[src/rtl/id_stage_pipe.sv]
// id_stage_pipe: instruction decode stage with register file, load-use
// bubble insertion, write-to-read bypass and a handshaked ID/EX register.
module id_stage_pipe #(
   parameter int XLEN     = 32,
   parameter int NUM_REGS = 32
) (
   input  logic            clk,
   input  logic            reset,
   input  logic            if_valid,
   output logic            if_ready,
   input  logic [XLEN-1:0] if_pc,
   input  logic [31:0]     if_instr,
   input  logic            wb_we,
   input  logic [4:0]      wb_rd,
   input  logic [XLEN-1:0] wb_data,
   input  logic            flush,
   input  logic            ex_ready,
   output logic            id_valid,
   output logic [XLEN-1:0] id_pc,
   output logic [XLEN-1:0] id_rs1_data,
   output logic [XLEN-1:0] id_rs2_data,
   output logic [XLEN-1:0] id_imm,
   output logic [4:0]      id_rd,
   output logic [4:0]      id_rs1,
   output logic [4:0]      id_rs2,
   output logic [2:0]      id_funct3,
   output logic [6:0]      id_funct7,
   output logic [7:0]      id_ctl,
   output logic            id_jal,
   output logic            id_jalr,
   output logic            id_auipc,
   output logic            id_lui,
   output logic            id_illegal
);

   localparam int IDX_W = $clog2(NUM_REGS);

   localparam logic [6:0] OP_R      = 7'b0110011;
   localparam logic [6:0] OP_IMM    = 7'b0010011;
   localparam logic [6:0] OP_LOAD   = 7'b0000011;
   localparam logic [6:0] OP_STORE  = 7'b0100011;
   localparam logic [6:0] OP_BRANCH = 7'b1100011;
   localparam logic [6:0] OP_JAL    = 7'b1101111;
   localparam logic [6:0] OP_JALR   = 7'b1100111;
   localparam logic [6:0] OP_AUIPC  = 7'b0010111;
   localparam logic [6:0] OP_LUI    = 7'b0110111;

   // Sign-extend a 32-bit immediate to the datapath width.
   function automatic logic [XLEN-1:0] sext_xlen(input logic [31:0] v);
      return XLEN'($signed(v));
   endfunction

   // True when a register index does not exist in this configuration.
   function automatic logic idx_oob(input logic [4:0] idx);
      return (int'(idx) >= NUM_REGS);
   endfunction

   // Fields of the presented instruction
   logic [6:0] f_op;
   logic [4:0] f_rd, f_rs1, f_rs2;
   assign f_op  = if_instr[6:0];
   assign f_rd  = if_instr[11:7];
   assign f_rs1 = if_instr[19:15];
   assign f_rs2 = if_instr[24:20];

   // Decode results
   logic [7:0]  dec_ctl;
   logic [31:0] dec_imm32;
   logic        dec_use_rs1, dec_use_rs2, dec_use_rd, dec_known;
   logic        dec_jal, dec_jalr, dec_auipc, dec_lui;
   logic        dec_illegal;

   // Register file and read ports
   logic [XLEN-1:0] regs_q [NUM_REGS];
   logic [XLEN-1:0] rs1_rdata, rs2_rdata;
   logic            wb_hit;

   // ID/EX pipeline register
   logic            valid_q, valid_d;
   logic [XLEN-1:0] pc_q, pc_d;
   logic [XLEN-1:0] rs1_data_q, rs1_data_d;
   logic [XLEN-1:0] rs2_data_q, rs2_data_d;
   logic [XLEN-1:0] imm_q, imm_d;
   logic [4:0]      rd_q, rd_d, rs1_q, rs1_d, rs2_q, rs2_d;
   logic [2:0]      funct3_q, funct3_d;
   logic [6:0]      funct7_q, funct7_d;
   logic [7:0]      ctl_q, ctl_d;
   logic [4:0]      flags_q, flags_d;   // {illegal, lui, auipc, jalr, jal}

   logic adv, haz;

   // Opcode decode: control word, immediate format and which register fields are used
   always_comb begin
      dec_ctl     = 8'h00;
      dec_imm32   = 32'h0;
      dec_use_rs1 = 1'b0;
      dec_use_rs2 = 1'b0;
      dec_use_rd  = 1'b0;
      dec_known   = 1'b1;
      dec_jal     = 1'b0;
      dec_jalr    = 1'b0;
      dec_auipc   = 1'b0;
      dec_lui     = 1'b0;
      case (f_op)
         OP_R: begin
            dec_ctl     = 8'h22;
            dec_use_rs1 = 1'b1;
            dec_use_rs2 = 1'b1;
            dec_use_rd  = 1'b1;
         end
         OP_IMM: begin
            dec_ctl     = 8'hA3;
            dec_imm32   = {{20{if_instr[31]}}, if_instr[31:20]};
            dec_use_rs1 = 1'b1;
            dec_use_rd  = 1'b1;
         end
         OP_LOAD: begin
            dec_ctl     = 8'hF0;
            dec_imm32   = {{20{if_instr[31]}}, if_instr[31:20]};
            dec_use_rs1 = 1'b1;
            dec_use_rd  = 1'b1;
         end
         OP_STORE: begin
            dec_ctl     = 8'h88;
            dec_imm32   = {{20{if_instr[31]}}, if_instr[31:25], if_instr[11:7]};
            dec_use_rs1 = 1'b1;
            dec_use_rs2 = 1'b1;
         end
         OP_BRANCH: begin
            dec_ctl     = 8'h05;
            dec_imm32   = {{19{if_instr[31]}}, if_instr[31], if_instr[7],
                           if_instr[30:25], if_instr[11:8], 1'b0};
            dec_use_rs1 = 1'b1;
            dec_use_rs2 = 1'b1;
         end
         OP_JAL: begin
            dec_ctl     = 8'h24;
            dec_imm32   = {{11{if_instr[31]}}, if_instr[31], if_instr[19:12],
                           if_instr[20], if_instr[30:21], 1'b0};
            dec_use_rd  = 1'b1;
            dec_jal     = 1'b1;
         end
         OP_JALR: begin
            dec_ctl     = 8'hA7;
            dec_imm32   = {{20{if_instr[31]}}, if_instr[31:20]};
            dec_use_rs1 = 1'b1;
            dec_use_rd  = 1'b1;
            dec_jalr    = 1'b1;
         end
         OP_AUIPC: begin
            dec_ctl     = 8'hA0;
            dec_imm32   = {if_instr[31:12], 12'b0};
            dec_use_rd  = 1'b1;
            dec_auipc   = 1'b1;
         end
         OP_LUI: begin
            dec_ctl     = 8'hA0;
            dec_imm32   = {if_instr[31:12], 12'b0};
            dec_use_rd  = 1'b1;
            dec_lui     = 1'b1;
         end
         default: dec_known = 1'b0;
      endcase
   end

   // Unknown opcodes and register indices beyond the file are both illegal
   assign dec_illegal = !dec_known
                      || (dec_use_rd  && idx_oob(f_rd))
                      || (dec_use_rs1 && idx_oob(f_rs1))
                      || (dec_use_rs2 && idx_oob(f_rs2));

   // A writeback only lands for a real, existing, nonzero register
   assign wb_hit = wb_we && (wb_rd != 5'd0) && !idx_oob(wb_rd);

   // Combinational register reads with same-cycle writeback bypass
   always_comb begin
      rs1_rdata = '0;
      rs2_rdata = '0;
      if (f_rs1 != 5'd0 && !idx_oob(f_rs1)) begin
         if (wb_hit && wb_rd == f_rs1) rs1_rdata = wb_data;
         else                          rs1_rdata = regs_q[f_rs1[IDX_W-1:0]];
      end
      if (f_rs2 != 5'd0 && !idx_oob(f_rs2)) begin
         if (wb_hit && wb_rd == f_rs2) rs2_rdata = wb_data;
         else                          rs2_rdata = regs_q[f_rs2[IDX_W-1:0]];
      end
   end

   // Handshake: a load in ID/EX whose result the incoming instruction reads forces a bubble
   assign adv      = !valid_q || ex_ready;
   assign haz      = valid_q && ctl_q[4] && (rd_q != 5'd0) && if_valid
                   && ((dec_use_rs1 && f_rs1 == rd_q) || (dec_use_rs2 && f_rs2 == rd_q));
   assign if_ready = adv && !haz && !flush && !reset;

   // Next state of the ID/EX register: flush, bubble, capture or hold
   always_comb begin
      valid_d    = valid_q;
      pc_d       = pc_q;
      rs1_data_d = rs1_data_q;
      rs2_data_d = rs2_data_q;
      imm_d      = imm_q;
      rd_d       = rd_q;
      rs1_d      = rs1_q;
      rs2_d      = rs2_q;
      funct3_d   = funct3_q;
      funct7_d   = funct7_q;
      ctl_d      = ctl_q;
      flags_d    = flags_q;
      if (flush) begin
         valid_d = 1'b0;
         ctl_d   = 8'h00;
         flags_d = 5'b0;
      end else if (adv && haz) begin
         valid_d = 1'b0;
         ctl_d   = 8'h00;
      end else if (adv && if_valid) begin
         valid_d    = 1'b1;
         pc_d       = if_pc;
         rs1_data_d = rs1_rdata;
         rs2_data_d = rs2_rdata;
         rd_d       = f_rd;
         rs1_d      = f_rs1;
         rs2_d      = f_rs2;
         funct3_d   = if_instr[14:12];
         funct7_d   = if_instr[31:25];
         if (dec_illegal) begin
            ctl_d   = 8'h00;
            imm_d   = '0;
            flags_d = 5'b10000;
         end else begin
            ctl_d   = dec_ctl;
            imm_d   = sext_xlen(dec_imm32);
            flags_d = {1'b0, dec_lui, dec_auipc, dec_jalr, dec_jal};
         end
      end else if (adv) begin
         valid_d = 1'b0;
         ctl_d   = 8'h00;
      end else begin
         // Held by EX: keep operands current with writebacks to the held sources
         if (wb_hit && wb_rd == rs1_q) rs1_data_d = wb_data;
         if (wb_hit && wb_rd == rs2_q) rs2_data_d = wb_data;
      end
   end

   // ID/EX register update
   always_ff @(posedge clk) begin
      if (reset) begin
         valid_q    <= 1'b0;
         pc_q       <= '0;
         rs1_data_q <= '0;
         rs2_data_q <= '0;
         imm_q      <= '0;
         rd_q       <= '0;
         rs1_q      <= '0;
         rs2_q      <= '0;
         funct3_q   <= '0;
         funct7_q   <= '0;
         ctl_q      <= '0;
         flags_q    <= '0;
      end else begin
         valid_q    <= valid_d;
         pc_q       <= pc_d;
         rs1_data_q <= rs1_data_d;
         rs2_data_q <= rs2_data_d;
         imm_q      <= imm_d;
         rd_q       <= rd_d;
         rs1_q      <= rs1_d;
         rs2_q      <= rs2_d;
         funct3_q   <= funct3_d;
         funct7_q   <= funct7_d;
         ctl_q      <= ctl_d;
         flags_q    <= flags_d;
      end
   end

   // Register file: cleared on reset, written by the writeback port
   always_ff @(posedge clk) begin
      if (reset) begin
         for (int i = 0; i < NUM_REGS; i++) regs_q[i] <= '0;
      end else if (wb_hit) begin
         regs_q[wb_rd[IDX_W-1:0]] <= wb_data;
      end
   end

   assign id_valid    = valid_q;
   assign id_pc       = pc_q;
   assign id_rs1_data = rs1_data_q;
   assign id_rs2_data = rs2_data_q;
   assign id_imm      = imm_q;
   assign id_rd       = rd_q;
   assign id_rs1      = rs1_q;
   assign id_rs2      = rs2_q;
   assign id_funct3   = funct3_q;
   assign id_funct7   = funct7_q;
   assign id_ctl      = ctl_q;
   assign id_jal      = flags_q[0];
   assign id_jalr     = flags_q[1];
   assign id_auipc    = flags_q[2];
   assign id_lui      = flags_q[3];
   assign id_illegal  = flags_q[4];

endmodule

[config.mk]
export PLATFORM = sky130hd
export DESIGN_NAME = id_stage_pipe
export DESIGN_NICKNAME = d
export VERILOG_FILES = /design/src/rtl/id_stage_pipe.sv
export SDC_FILE = /design/constraint.sdc
export NUM_CORES = 2
export LEC_CHECK = 0
export CAP_MARGIN = 20
export CORE_AREA = 8 8 383 385
export DETAILED_ROUTE_END_ITERATION = 7
export DIE_AREA = 0 0 391 393
export MAX_ROUTING_LAYER = met4
export SYNTH_ARGS = -nofsm -noshare
export SYNTH_HDL_FRONTEND = slang
export SYNTH_SLANG_ARGS = --single-unit
[constraint.sdc]
create_clock -name clk -period 2.9 [get_ports clk]
set_input_delay 0.29 -clock clk [delete_from_list [all_inputs] [get_ports clk]]
set_output_delay 0.29 -clock clk [all_outputs]
set_load 0.03 [all_outputs]
==> flow_metrics.tcl <==
set metrics [dict create \
    power_density_nw_per_um2 572 \
    die_h_microns 393 \
    cp.required_ns 2.61 \
    final_cell_mix "1024 x edfxtp_1, 998 x and2_1, 544 x mux4_2, 279 x buf_4, 262 x clkdlybuf4s50_1" \
    grt_pass1_vias 42300 \
    syn-instance-count 4369 \
    synthArstFlopShare_pct 0 \
    ys_ff_latch 1190 \
    drive_gt1_share_pct 25.8 \
    dieArea_sq_um 154000 \
    critPathTopFamily "simple AND/OR/NAND/NOR gates" \
    worstPathArrival_ns 2.50 \
    cts.sinks 1190 \
    maxCapViolCount 0 \
    timing.setup.tns_ns 0 \
    core_area_sq_um 141000 \
    power.total_mw 42.5 \
    antenna_left 0 \
    place_congestion 0.915 \
    worst_path_most_repeated_cell "nor3_2" \
    cts_max_path_buffers 3 \
    drtIter0Drc 5119 \
    slew_viol_final 0 \
    syn_area_per_cell_sq_um 14.3 \
    hpwl_mm 143 \
    crit_fanout 4 \
    synth_cell_types 56 \
    cp_num_cells 7 \
    ir_drop_v 0.000562 \
    critPathSlowestCell "or4_1" \
    finalClockSkew_ns 0.0210 \
    io_buffers 274 \
    grt_max_degree 105 \
    hold_class "in2reg" \
    worst_slack_ns 0.115 \
    crit_path_cell_trace "or4_1, o21ai_1, nor3_2, o21a_4, buf_12, nor3_2, buf_4" \
    tightest_slew_ns 1.13 \
    path_buf_inv 2 \
    fin_util_pct 52.9 \
    synth_ff_type "edfxtp_1" \
    clk_latency_ns 0.77 \
    fin_hold_ws_ns 0.0926 \
    setup_viol 0 \
    outcome "complete, no violations" \
    preCtsSetupSlack_ns -0.285 \
    endpoint_kind "output port" \
    htree_levels 4 \
    grt_pass1_wl_mm 313 \
    finalHoldViolCount 0 \
    fin_crit_sh_pct 96.0 \
    die_w_microns 391 \
    stdcell_count 6676 \
    synth_warnings 0 \
    r2r.worst_path.cells 6 \
    final_nets 4778 \
    final_common_cell "edfxtp_1" \
    p_leak_nw 25.5 \
    area_growth_pct 18.6 \
    cts_root_buf "clkbuf_16" \
    critPathMaxStageDelay_ns 0.46 \
    min_path_cells 3 \
    cts_made_buffers 134 \
    min_period_ns 2.79 \
    postPlaceCellArea_sq_um 69900 \
    grt_usage_pct 29.2 \
    row_count 138 \
    start_util_pct 44.6 \
    dr.pass1.iters 5 \
    synth_edf_count 1024 \
    syn_area_sq_um 62700 \
    slew_headroom_pct 24.2 \
    overflow 0 \
    rsz0062_at_grt "no" \
    dp.cells 6411 \
    fmax_mhz 359 \
    wl_per_cell_microns 33.5 \
    cts_tree "built" \
    clk_pin_slew_ns 0.06 \
    ios 275 \
    drc 0 \
    finalWirelength_mm 224 \
    vias 43100 \
    vias_per_cell 6.46 \
    path_class "reg2out" \
    startpoint_type "register" \
    antenna_found_initial 7 \
    ys_seq_area_share_pct 54.4 \
    design_area_sq_um 74400 \
]
[where the power goes]
group / switching, mW / leakage [nW] / internal [mW]
registers: 0.550 / 11.1 / 19.5
logic: 3.27 / 12.3 / 2.57
clock network: 7.08 / 2.07 / 9.51
total: 10.9 / 25.5 / 31.6
[repair_timing]
action,in CTS,in global routing
hold buffers,2,0
endpoints found under the setup margin,1,4
pin swaps,1,1
gates resized for setup,8,5
hold endpoints to repair,3,0
gates cloned,1,0
buffers inserted,5,6
[worst reg2reg max path: cells and delay by family (launching register included)]
family | cells | cell delay (ns)
muxes | 2 | 0.95
AOI/OAI and AO/OA | 4 | 1.04
DFF | 1 | 0.41
[kinds of logic after synthesis]
family / Yosys count / synth area share (%)
mux: 732 / 22.6
simple gates: 1309 / 12.7
flops: 1190 / 54.4
other cells: 1 / 0.00598
buf+inv: 550 / 3.68
xor+xnor: 30 / 0.419
compound gates: 557 / 6.25
[synth_stat cells (52+ instances only)]
master	number	area share, %
dfxtp_1	166	5.3
edfxtp_1	1024	49
and2_1	999	10
clkbuf_1	383	2.3
mux2i_1	156	2.5
nand4_1	66	0.66
a22oi_1	79	0.95
nor2_1	52	0.31
a211oi_1	60	0.72
a311oi_1	65	0.91
a2111oi_0	63	0.88
o31ai_1	64	0.77
buf_2	74	0.59
a21oi_1	131	1.0
mux4_2	544	20
[flip-flops by register name, indices dropped and copies added (netlist names), 7 cells and up]
register / count
id_imm: 32
id_pc: 32
id_rs1_data: 32
id_funct7: 7
id_ctl: 7
id_rs2_data: 32
regs_q: 1024
[final cells by class]
type | instances | area, sq um
clock buffer | 183 | 3780
clock inverter | 60 | 450
tap | 1890 | 2360
inverter | 40 | 150
antenna | 8 | 20.0
fill | 11600 | 66200
multi-input combinational | 2660 | 26800
sequential | 1190 | 34100
timing repair buffer | 645 | 6720
[path summary, 6_finish.rpt]
kind,start,endpoint,slack [ns]
worst max-delay path,id_rd[2],if_ready,0.11
worst min-delay path,if_pc[23],id_pc[23],0.09
worst max register to register,regs_q[9][14],id_rs1_data[14],0.37
worst min register to register,id_ctl[1],id_ctl[1],0.45
[per-layer routing]
| metal | GRT usage (%) | wire, microns | part of all wire, % | vias to the layer above |
|---|---|---|---|---|
| met5 | - | 0 | 0 | - |
| met4 | 10.2 | 8560 | 3.8 | 0 |
| met2 | 47.0 | 107000 | 48 | 2598 |
| met3 | 6.09 | 22200 | 9.9 | 472 |
| met1 | 37.0 | 85900 | 38 | 22400 |
| li1 | - | - | - | 17600 |
Note: power is estimated with default switching activity, not from simulation.
